### src/rtl/ctrl_escala_datapath.sv
// ---------------------------------------------------------------------------
// ctrl_escala_datapath
//
// Sequencing controller for the pixel-scaling datapath. Walks the source
// image in raster order, presents each ROM address, strobes the datapath,
// and hands every output pixel to the VGA side with a valid/ready handshake.
// Supported modes: 00 decimation, 01 2x2 average, 10 2x replication.
//
// Ports:
//   clk            system clock, all state on rising edge
//   rst            asynchronous active-high reset
//   start          one-cycle command strobe, accepted only when idle
//   opcode[1:0]    operation mode, latched on an accepted start (11 = error)
//   saida_pronta   downstream ready for the current output pixel
//   rom_addr       source pixel address, lin*LARGURA+col
//   entrada_valida ROM data valid this cycle (datapath write/shift)
//   enable_cnt     advance datapath x/y counters
//   captura_pixel  load replication register instead of the window
//   selec_mux[1:0] datapath output select (latched mode)
//   saida_valida   output pixel valid toward VGA
//   busy           controller is running a frame
//   done           one-cycle pulse at end of frame
//   erro           one-cycle pulse on start with the reserved opcode
// ---------------------------------------------------------------------------
module ctrl_escala_datapath #(
    parameter int LARGURA = 320,
    parameter int ALTURA  = 240,
    parameter int ADDR_W  = 17
) (
    input  logic              clk,
    input  logic              rst,
    input  logic              start,
    input  logic [1:0]        opcode,
    input  logic              saida_pronta,
    output logic [ADDR_W-1:0] rom_addr,
    output logic              entrada_valida,
    output logic              enable_cnt,
    output logic              captura_pixel,
    output logic [1:0]        selec_mux,
    output logic              saida_valida,
    output logic              busy,
    output logic              done,
    output logic              erro
);

    localparam int CW = (LARGURA > 1) ? $clog2(LARGURA) : 1;
    localparam int LW = (ALTURA  > 1) ? $clog2(ALTURA)  : 1;

    localparam logic [CW-1:0]     COL_MAX  = CW'(LARGURA - 1);
    localparam logic [LW-1:0]     LIN_MAX  = LW'(ALTURA - 1);
    localparam logic [ADDR_W-1:0] ROW_STEP = ADDR_W'(LARGURA);

    localparam logic [1:0] MODO_DEC = 2'b00;
    localparam logic [1:0] MODO_MED = 2'b01;
    localparam logic [1:0] MODO_REP = 2'b10;
    localparam logic [1:0] MODO_RES = 2'b11;

    typedef enum logic [2:0] {
        IDLE,
        LE,
        DADO,
        EMITE,
        EMITE2,
        AVANCA,
        FIM
    } state_t;

    state_t            state;
    logic [CW-1:0]     col;
    logic [LW-1:0]     lin;
    logic              pass;      // replication: 0 = first read of row, 1 = re-read
    logic [1:0]        modo;
    logic [ADDR_W-1:0] row_base;  // lin*LARGURA kept incrementally, no multiplier
    logic              emite;

    // The selector follows the latched mode for the whole frame.
    assign selec_mux = modo;

    // Emit decision for the pixel currently in DADO. In average mode the
    // window is complete only at the odd/odd corner of each 2x2 block.
    always_comb begin
        emite = 1'b0;
        case (modo)
            MODO_DEC: emite = ~col[0] & ~lin[0];
            MODO_MED: emite =  col[0] &  lin[0];
            default:  emite = 1'b1;
        endcase
    end

    always_ff @(posedge clk or posedge rst) begin
        if (rst) begin
            state          <= IDLE;
            col            <= '0;
            lin            <= '0;
            pass           <= 1'b0;
            modo           <= MODO_DEC;
            row_base       <= '0;
            rom_addr       <= '0;
            entrada_valida <= 1'b0;
            enable_cnt     <= 1'b0;
            captura_pixel  <= 1'b0;
            saida_valida   <= 1'b0;
            busy           <= 1'b0;
            done           <= 1'b0;
            erro           <= 1'b0;
        end else begin
            // Single-cycle strobes default low; they are raised on entry
            // into the state in which they must be visible.
            entrada_valida <= 1'b0;
            enable_cnt     <= 1'b0;
            captura_pixel  <= 1'b0;
            done           <= 1'b0;
            erro           <= 1'b0;

            case (state)
                IDLE: begin
                    if (start) begin
                        if (opcode == MODO_RES) begin
                            erro <= 1'b1;
                        end else begin
                            modo     <= opcode;
                            col      <= '0;
                            lin      <= '0;
                            pass     <= 1'b0;
                            row_base <= '0;
                            rom_addr <= '0;
                            busy     <= 1'b1;
                            state    <= LE;
                        end
                    end
                end

                // Address is already on rom_addr; ROM data arrives next cycle.
                LE: begin
                    entrada_valida <= 1'b1;
                    // Second pass of a replicated row must not advance the
                    // datapath counters, so the frame sees exactly one pulse
                    // per source pixel.
                    enable_cnt     <= !((modo == MODO_REP) && pass);
                    captura_pixel  <= (modo == MODO_REP);
                    state          <= DADO;
                end

                DADO: begin
                    if (emite) begin
                        saida_valida <= 1'b1;
                        state        <= EMITE;
                    end else begin
                        state <= AVANCA;
                    end
                end

                EMITE: begin
                    if (saida_pronta) begin
                        if (modo == MODO_REP) begin
                            // valid stays high for the duplicate pixel
                            state <= EMITE2;
                        end else begin
                            saida_valida <= 1'b0;
                            state        <= AVANCA;
                        end
                    end
                end

                EMITE2: begin
                    if (saida_pronta) begin
                        saida_valida <= 1'b0;
                        state        <= AVANCA;
                    end
                end

                AVANCA: begin
                    if (col != COL_MAX) begin
                        col      <= col + 1'b1;
                        rom_addr <= rom_addr + 1'b1;
                        state    <= LE;
                    end else begin
                        col <= '0;
                        if ((modo == MODO_REP) && !pass) begin
                            // re-read the same row for the vertical copy
                            pass     <= 1'b1;
                            rom_addr <= row_base;
                            state    <= LE;
                        end else begin
                            pass <= 1'b0;
                            if (lin == LIN_MAX) begin
                                done  <= 1'b1;
                                state <= FIM;
                            end else begin
                                lin      <= lin + 1'b1;
                                row_base <= row_base + ROW_STEP;
                                rom_addr <= row_base + ROW_STEP;
                                state    <= LE;
                            end
                        end
                    end
                end

                FIM: begin
                    busy     <= 1'b0;
                    rom_addr <= '0;
                    state    <= IDLE;
                end

                default: begin
                    state <= IDLE;
                end
            endcase
        end
    end

endmodule

### config.mk
export PLATFORM = sky130hd
export DESIGN_NAME = ctrl_escala_datapath
export DESIGN_NICKNAME = d
export VERILOG_FILES = /design/src/rtl/ctrl_escala_datapath.sv
export SDC_FILE = /design/constraint.sdc
export NUM_CORES = 1
export LEC_CHECK = 0
export CELL_PAD_IN_SITES_DETAIL_PLACEMENT = 0
export CELL_PAD_IN_SITES_GLOBAL_PLACEMENT = 2
export CORE_MARGIN = 2
export CORE_UTILIZATION = 35
export CTS_CLUSTER_DIAMETER = 40
export CTS_CLUSTER_SIZE = 25
export DETAILED_ROUTE_END_ITERATION = 10
export GPL_TIMING_DRIVEN = 0
export PLACE_DENSITY = 0.8
export SLEW_MARGIN = 20
export SYNTH_ARGS = -nofsm -noshare
export SYNTH_HDL_FRONTEND = slang
export SYNTH_SLANG_ARGS = --single-unit
### constraint.sdc
create_clock -name clk -period 3 [get_ports clk]
set_clock_uncertainty 0.15 [all_clocks]
set_input_delay 0.6 -clock clk [delete_from_list [all_inputs] [get_ports clk]]
set_output_delay 0.6 -clock clk [all_outputs]
set_load 0.03 [all_outputs]
==> reports/qor.csv, run 1 <==
stage;metric;value;unit
die;die area;0.01048;mm^2
global_route;gr ovfl total;0;
synthesis;Seq/Total Area, Yosys;42.84;%
setup_path;r2r setup slk;0.44;ns
power;worst-case vdd ir drop;0.0002311;V
placed_design;Placer Congestion;0.7955;
clock_tree;root buffer cell;clkbuf_8;
synthesis;Synth Flop Type;dfrtp_1;
drt;met1 WL;4918;um
cells_and_area;layout net count;447;
clock_tree;Num CTS Buffers;9;
die;Core Rows;35;
setup_path;CP cell instances;ha_1 -> and3_1 -> nand4_1 -> o21ai_1 -> o21ai_0;
timing;# setup viols final;0;
worst_hold_path;Hold Path Cell Cnt;1;
setup_path;r2r startpoint;col[0]$_DFFE_PP0P_;
setup_path;slowest stage cell, crit path;o21ai_1;
global_route;initial antenna violation count;0;
timing;Setup TNS Final;0;ns
placed_design;I/O Buffers;31;
die;Die Ht;102.4;um
drt;ANT nets after route;0;
setup_path;Worst Path Class, Setup;reg -> reg;
timing;Final period util;85.39;%
cells_and_area;share of layout cells above drive strength 1;8.371;%
drt;drc violations;0;
drt;met2 wire length;4299;um
placed_design;post-DP HPWL;6718;um
drt;drt pass-1 iters;4;
synthesis;post-synthesis cell area;0.003388;mm^2
synthesis;area share of the largest cell type after synthesis;42.84;%
synthesis;Post-synth EDFFs;0;
clock_tree;setup bufs post-CTS;0;
synthesis;Yosys cell types;55;
synthesis;Syn Area/Cell;8.600;um^2
drt;Initial DRC Count;175;
timing;fin crit period;2.562;ns
synthesis;Synth area leaders;dfrtp_1 (43%), o21ai_0 (6.5%), nor2_1 (4.9%), nand2_1 (4.0%), a21oi_1 (3.1%);
synthesis;count leader, synth;dfrtp_1;
drt;vias per cell;5.459;
timing;endpoints failing hold;0;
drt;Detailed Route WL;9746;um
placed_design;worst slack at placement;0.1491;ns
setup_path;kind of end point of the critical path;flip-flop;
flow_run;max cap viols;0;
synthesis;Seq cells post-synth;58;
setup_path;slowest stage delay, CP;0.73;ns
global_route;first-pass GRT wire length;16100;um
clock_tree;clock tree buffer depth;2;
synthesis;syn nets;404;
worst_hold_path;Hold/Removal Path Class;reg -> reg;
synthesis;mux share of post-synthesis cell area;0.5908;%
setup_path;R2R depth;5;
die;Top Ports;32;
global_route;largest net degree at the start of global routing;47;
synthesis;Cells after Synth;394;
power;Power Density;636.5;mW/mm^2
drt;met3 wire length;320;um
clock_tree;post-cts resize count;0;
clock_tree;Clk Latency, worst-skew pair;0.35;ns
timing;Least-Margin Pin Slew;0.8545;ns
die;initial core utilization;36.32;%
global_route;vias in the first global route;2941;
timing;final slew viol count;0;
outcome;status;complete, no violations;
power;Lkg Pwr;1.672;nW
drt;via count;3117;
power;Power, Total;2.595;mW
die;core footprint;0.009328;mm^2
die;Chip Width;102.4;um
drt;DR top layer;met4;
cells_and_area;non-filler cells, final;571;
synthesis;top cells by count, synth;dfrtp_1 (58), nor2_1 (44), o21ai_0 (44);
clock_tree;clk slew on worst S/H paths;0.07;ns
clock_tree;H-Tree Depth;3;
synthesis;Synth Area in Compound Gates;21.90;%
setup_path;Crit Path Max Fanout;10;
cells_and_area;Filler cells;958;
setup_path;worst path required time;3.04;ns
worst_hold_path;min-delay src;busy$_DFFE_PP0P_;
synthesis;Post-Synth XOR/XNOR Area;3.619;%
cells_and_area;Area Growth Syn to Fin;20.31;%
synthesis;post-synthesis simple-gate area fraction;25.15;%
global_route;total track usage;20.04;%
timing;maximum clock rate;390.4;MHz
setup_path;startpoint types;flip-flop;
synthesis;post-synth top area cell;dfrtp_1;
synthesis;Synth Area in Adders;1.477;%
clock_tree;CTS tree;yes;
setup_path;crit path DAT;2.60;ns
synthesis;largest family of logic cells by synthesized area;simple AND/OR/NAND/NOR gates;
synthesis;Async SR Flop Fraction;100.0;%
cells_and_area;# diodes;0;
timing;Rel. slew slack;42.60;%
clock_tree;Sink Count;58;
clock_tree;hold buffer count at cts;0;
synthesis;Yosys warning count;0;
setup_path;reg2reg end;rom_addr[7]$_DFFE_PP0P_;
drt;Routed WL per cell;17.07;um
timing;min setup slack post-route;0.4384;ns
worst_hold_path;Endpoint, Worst Hold;busy$_DFFE_PP0P_;
placed_design;Placed Cells;555;
timing;RSZ-0062 raised after global routing;false;
## flip-flops by register name, summed over array words and instances, names as in the netlist
register / count
captura_pixel: 1
entrada_valida: 1
col: 9
done: 1
rom_addr: 17
saida_valida: 1
erro: 1
busy: 1
pass: 1
row_base: 11
lin: 8
selec_mux: 2
enable_cnt: 1
state: 3
## power by group
part           switching (mW)  internal (mW)  total (mW)
Clock                   0.344          0.382       0.726
Combinational           0.553          0.339       0.892
Sequential             0.0974          0.879       0.977
## metal layers
layer,vias to the layer above,track usage [%]
li1,1529,-
met4,0,7.487
met5,-,0
met1,1507,29.67
met3,15,2.736
met2,66,29.71
## how the worst max path moves through the flow
| stage | slack, ns | from | cells past startpoint | to |
|---|---|---|---|---|
| 2_1_floorplan | 0.82 | rst | 1 | busy$_DFFE_PP0P_ |
| 3_3_place_gp | -0.42 | rst | 2 | col[8]$_DFFE_PP0P_ |
| 3_5_place_dp | 0.15 | start | 7 | pass$_DFFE_PP0P_ |
| 4_1_cts | 0.42 | col[0]$_DFFE_PP0P_ | 5 | rom_addr[7]$_DFFE_PP0P_ |
| 5_1_grt | 0.22 | col[0]$_DFFE_PP0P_ | 5 | rom_addr[7]$_DFFE_PP0P_ |
| 6_report | 0.44 | col[0]$_DFFE_PP0P_ | 5 | rom_addr[7]$_DFFE_PP0P_ |
## critical path, delay by kind of cell (launching register included)
family | cells | cell delay, ns
compound gates | 2 | 0.95
simple gates | 2 | 0.56
fa+ha+maj | 1 | 0.25
flops | 1 | 0.50
## cells by family (layout without fill, tap and decap cells)
family                   count (synthesis)  count (layout)
AO/OA/AOI/OAI                          120             120
XOR/XNOR                                14              14
adder cells (fa/ha/maj)                  4               4
buffers and inverters                   32              80
flip-flops                              58              58
multiplexers                             2               2
AND/OR/NAND/NOR                        164             164
## layout make-up
cell class,count,area (um^2),area share (%)
buffer,23,116.4,2.855
clock buffer,11,131.4,3.223
clock inverter,5,55.05,1.351
inverter,9,36.28,0.8901
multi-input combinational,304,1787,43.83
sequential,58,1451,35.60
tap,129,161.4,3.959
timing repair buffer,32,337.8,8.287
## placed cells by master (no fill, tap or decap), drive strengths merged, types with 3 or more instances in the layout
master         synthesis  final
buf                   11     12
and3                   8      8
inv                    9      9
nor2b                  8      8
dfrtp                 58     58
a21oi                 22     22
nor4b                  4      4
a31oi                  8      8
or3                    4      4
o21ai                 59     59
xnor2                  3      3
clkbuf                12     23
clkdlybuf4s50          0     31
nor3                   8      8
nand3                 16     16
nor4                   6      6
or4                    3      3
xor2                  11     11
ha                     4      4
nor2                  46     46
o31ai                 15     15
nand4                 14     14
nand2                 36     36
## per-stage QoR
| stage | cell area (um^2) | utilization (%) | hold slack (ns) |
|---|---|---|---|
| global route | 4076 | 43.70 | 0.3776 |
| floorplan | 3388 | - | 0.3201 |
| finish | 4076 | 43.70 | 0.3385 |
| CTS | 4076 | 43.70 | 0.3478 |
| detailed placement | 3890 | 41.70 | 0.3306 |
| global placement | 3860 | 41.38 | 0.3249 |
Note: power is estimated with default switching activity, not from simulation.
==> run 2, diff against run 1 <==
--- a/config.mk
+++ b/config.mk
@@ -5,6 +5,7 @@
 export SDC_FILE = /design/constraint.sdc
 export NUM_CORES = 1
 export LEC_CHECK = 0
+export CAP_MARGIN = 10
 export CELL_PAD_IN_SITES_DETAIL_PLACEMENT = 0
 export CELL_PAD_IN_SITES_GLOBAL_PLACEMENT = 2
 export CORE_MARGIN = 2
==> constraint.sdc (replaced) <==
create_clock -name clk -period 2.61 [get_ports clk]
set_clock_uncertainty 0.15 [all_clocks]
set_input_delay 0.522 -clock clk [delete_from_list [all_inputs] [get_ports clk]]
set_output_delay 0.522 -clock clk [all_outputs]
set_load 0.03 [all_outputs]
==> run 2 against run 1 <==
- clock power rose by 14%
- non-clock buffer count increased by 2
- sequential power increased by 15%
- combinational power up 18%
- critical endpoint is now rom_addr[6]$_DFFE_PP0P_
- worst hold slack got worse by 0.044 ns
- critical path depth increased by 3
- setup slack worse by 0.26 ns
- routed wire length down 0.78%
- flip-flop and latch count did not move
- first-iteration DRC count is 4.0% lower
- global-route usage did not move
==> reports/qor.csv, run 2 (synthesis results as in run 1) <==
stage;metric;value;unit;change
setup_path;startpoint types;flip-flop;;
timing;Rel. slew slack;54.31;%;+12 points
worst_hold_path;Hold/Removal Path Class;in -> async;;
cells_and_area;commonest non-fill, non-tap cell in the layout;dfrtp_1;;
cells_and_area;share of layout cells above drive strength 1;9.459;%;+1.1 points
global_route;met1 Usage GRT;29.67;%;unchanged
power;P_sw;1.142;mW;+15%
setup_path;CP delay by family, top;simple AND/OR/NAND/NOR gates;;
clock_tree;clock tree buffer depth;2;;unchanged
setup_path;worst path required time;2.72;ns;-0.32 ns
setup_path;slowest stage cell, crit path;dfrtp_1;;
clock_tree;hold buffer count at cts;0;;unchanged
drt;vias per cell;5.454;;about the same
power;Lkg Pwr;1.684;nW;+0.76%
timing;min setup slack post-route;0.1811;ns;-0.2573 ns
die;Core Rows;35;;unchanged
timing;final slew viol count;0;;unchanged
cells_and_area;# diodes;0;;unchanged
placed_design;Placed Cells;555;;unchanged
timing;endpoints failing hold;0;;unchanged
timing;Least-Margin Pin Slew;0.6853;ns;-0.1692 ns
global_route;met2 usage;29.71;%;unchanged
global_route;Global Route met3 Usage;2.736;%;unchanged
drt;Detailed Route WL;9670;um;-0.78%
global_route;initial antenna violation count;0;;unchanged
drt;Routed WL per cell;16.88;um;-1.1%
clock_tree;Num CTS Buffers;9;;unchanged
flow_run;max cap viols;0;;unchanged
clock_tree;clk slew on worst S/H paths;0.07;ns;about the same
power;Power Density;733.1;mW/mm^2;+15%
cells_and_area;commonest cells after routing, fill and taps aside;dfrtp_1 (58), nor2_1 (44), o21ai_0 (44);;
timing;RSZ-0062 raised after global routing;false;;
timing;Final period util;93.06;%;+7.7 points
placed_design;Placer Congestion;0.7955;;unchanged
clock_tree;Sink Count;58;;unchanged
timing;fin crit period;2.429;ns;-0.1327 ns
setup_path;Crit Path Max Fanout;10;;unchanged
drt;drc violations;0;;unchanged
die;initial core utilization;36.32;%;unchanged
clock_tree;H-Tree Depth;3;;unchanged
outcome;status;complete, no violations;;
cells_and_area;biggest regs;rom_addr (17), row_base (11), col (9);;
clock_tree;CTS tree;yes;;
drt;drt pass-1 iters;5;;+1
setup_path;Worst Path Class, Setup;reg -> reg;;
global_route;largest net degree at the start of global routing;47;;unchanged
die;Chip Width;102.4;um;unchanged
setup_path;kind of end point of the critical path;flip-flop;;
clock_tree;root buffer cell;clkbuf_8;;
cells_and_area;max FFs per register;17;;unchanged
global_route;most used routing layer;met2;;
die;Top Ports;32;;unchanged
setup_path;crit path DAT;2.54;ns;-0.06 ns
drt;via count;3125;;+0.26%
global_route;vias in the first global route;2941;;unchanged
cells_and_area;Area Growth Syn to Fin;21.12;%;
setup_path;CP bufs+invs;2;;+2
placed_design;post-DP HPWL;6718;um;unchanged
die;core footprint;0.009328;mm^2;unchanged
die;die area;0.01048;mm^2;unchanged
setup_path;slowest stage delay, CP;0.49;ns;-0.24 ns
global_route;total track usage;20.04;%;unchanged
global_route;first-pass GRT wire length;16100;um;unchanged
placed_design;I/O Buffers;31;;unchanged
timing;# setup viols final;0;;unchanged
clock_tree;Clk Latency, worst-skew pair;0.34;ns;about the same
global_route;gr ovfl total;0;;unchanged
power;Pint;1.866;mW;+17%
cells_and_area;non-filler cells, final;573;;+0.35%
power;clock share of power;27.6;%;-0.4 points
setup_path;CP cell instances;ha_1 -> and3_1 -> nand4_1 -> o31ai_4 -> buf_4 -> buf_6 -> a31oi_1 -> a21oi_2;;
drt;ANT nets after route;0;;unchanged
power;Sw Ratio;37.97;%;-0.36 points
die;Die Ht;102.4;um;unchanged
cells_and_area;Largest Register;rom_addr;;
power;worst-case vdd ir drop;0.0002652;V;+15%
cells_and_area;layout net count;449;;+0.45%
drt;Initial DRC Count;168;;-4.0%
power;Gate power share;35.1;%;+0.7 points
timing;maximum clock rate;411.7;MHz;+5.5%
power;Seq pwr share;37.3;%;-0.3 points
placed_design;worst slack at placement;-0.1629;ns;-0.3120 ns
==> run 2: cell types whose count changed in the layout (fill, tap and decap cells not counted), sizes merged <==
cell	before	now
buf	12	15
clkbuf	23	22
==> run 2: per-stage QoR <==
step                      utilization (%)  instance area, um^2  TNS, ns  power, mW  hold WS [ns]
final                               44.00                 4104        0      3.009        0.2941
after detailed placement            41.70                 3890   -1.668      2.172        0.3306
after floorplan                         -                 3388        0      1.819        0.3201
after global placement              41.38                 3860   -43.89      2.155        0.3249
after CTS                           43.70                 4076        0      3.013        0.2871
after global routing                44.00                 4104        0      3.208        0.2996
==> run 2: layout make-up <==
class | instances | area, um^2
buffer | 22 | 112.6
fill | 955 | 5224
tap | 129 | 161.4
timing repair buffer | 35 | 360.3
clock buffer | 11 | 131.4
clock inverter | 5 | 55.05
multi-input combinational | 304 | 1795
inverter | 9 | 36.28
sequential | 58 | 1451
==> run 2: final timing paths <==
path	from	end	slack [ns]	depth (start not counted)
max in group asynchronous	rst	row_base[16]$_DFFE_PP0P_	1.52	3
min in group clk	busy$_DFFE_PP0P_	busy$_DFFE_PP0P_	0.34	1
min	rst	state[2]$_DFFE_PP0P_	0.29	2
min reg2reg	busy$_DFFE_PP0P_	busy$_DFFE_PP0P_	0.34	1
max reg2reg	col[0]$_DFFE_PP0P_	rom_addr[6]$_DFFE_PP0P_	0.18	8
max	col[0]$_DFFE_PP0P_	rom_addr[6]$_DFFE_PP0P_	0.18	8
==> run 2: per-layer routing <==
layer	up-vias	wire length, um
li1	1537	-
met1	1501	4899
met2	74	4208
met3	13	383
met4	0	179
met5	-	0
==> run 2: power by group through the flow <==
stage	combinational, mW	clock (mW)	sequential [mW]
detailed placement	1.03	0	1.14
global route	1.17	0.896	1.14
floorplan	0.585	0	1.23
finish	1.05	0.831	1.12
global placement	1.02	0	1.13
CTS	1.03	0.856	1.12
==> run 2: timing repair <==
action | CTS | global route
endpoints found under the setup margin | 0 | 14
buffers inserted | 0 | 3
resized for setup | 0 | 2
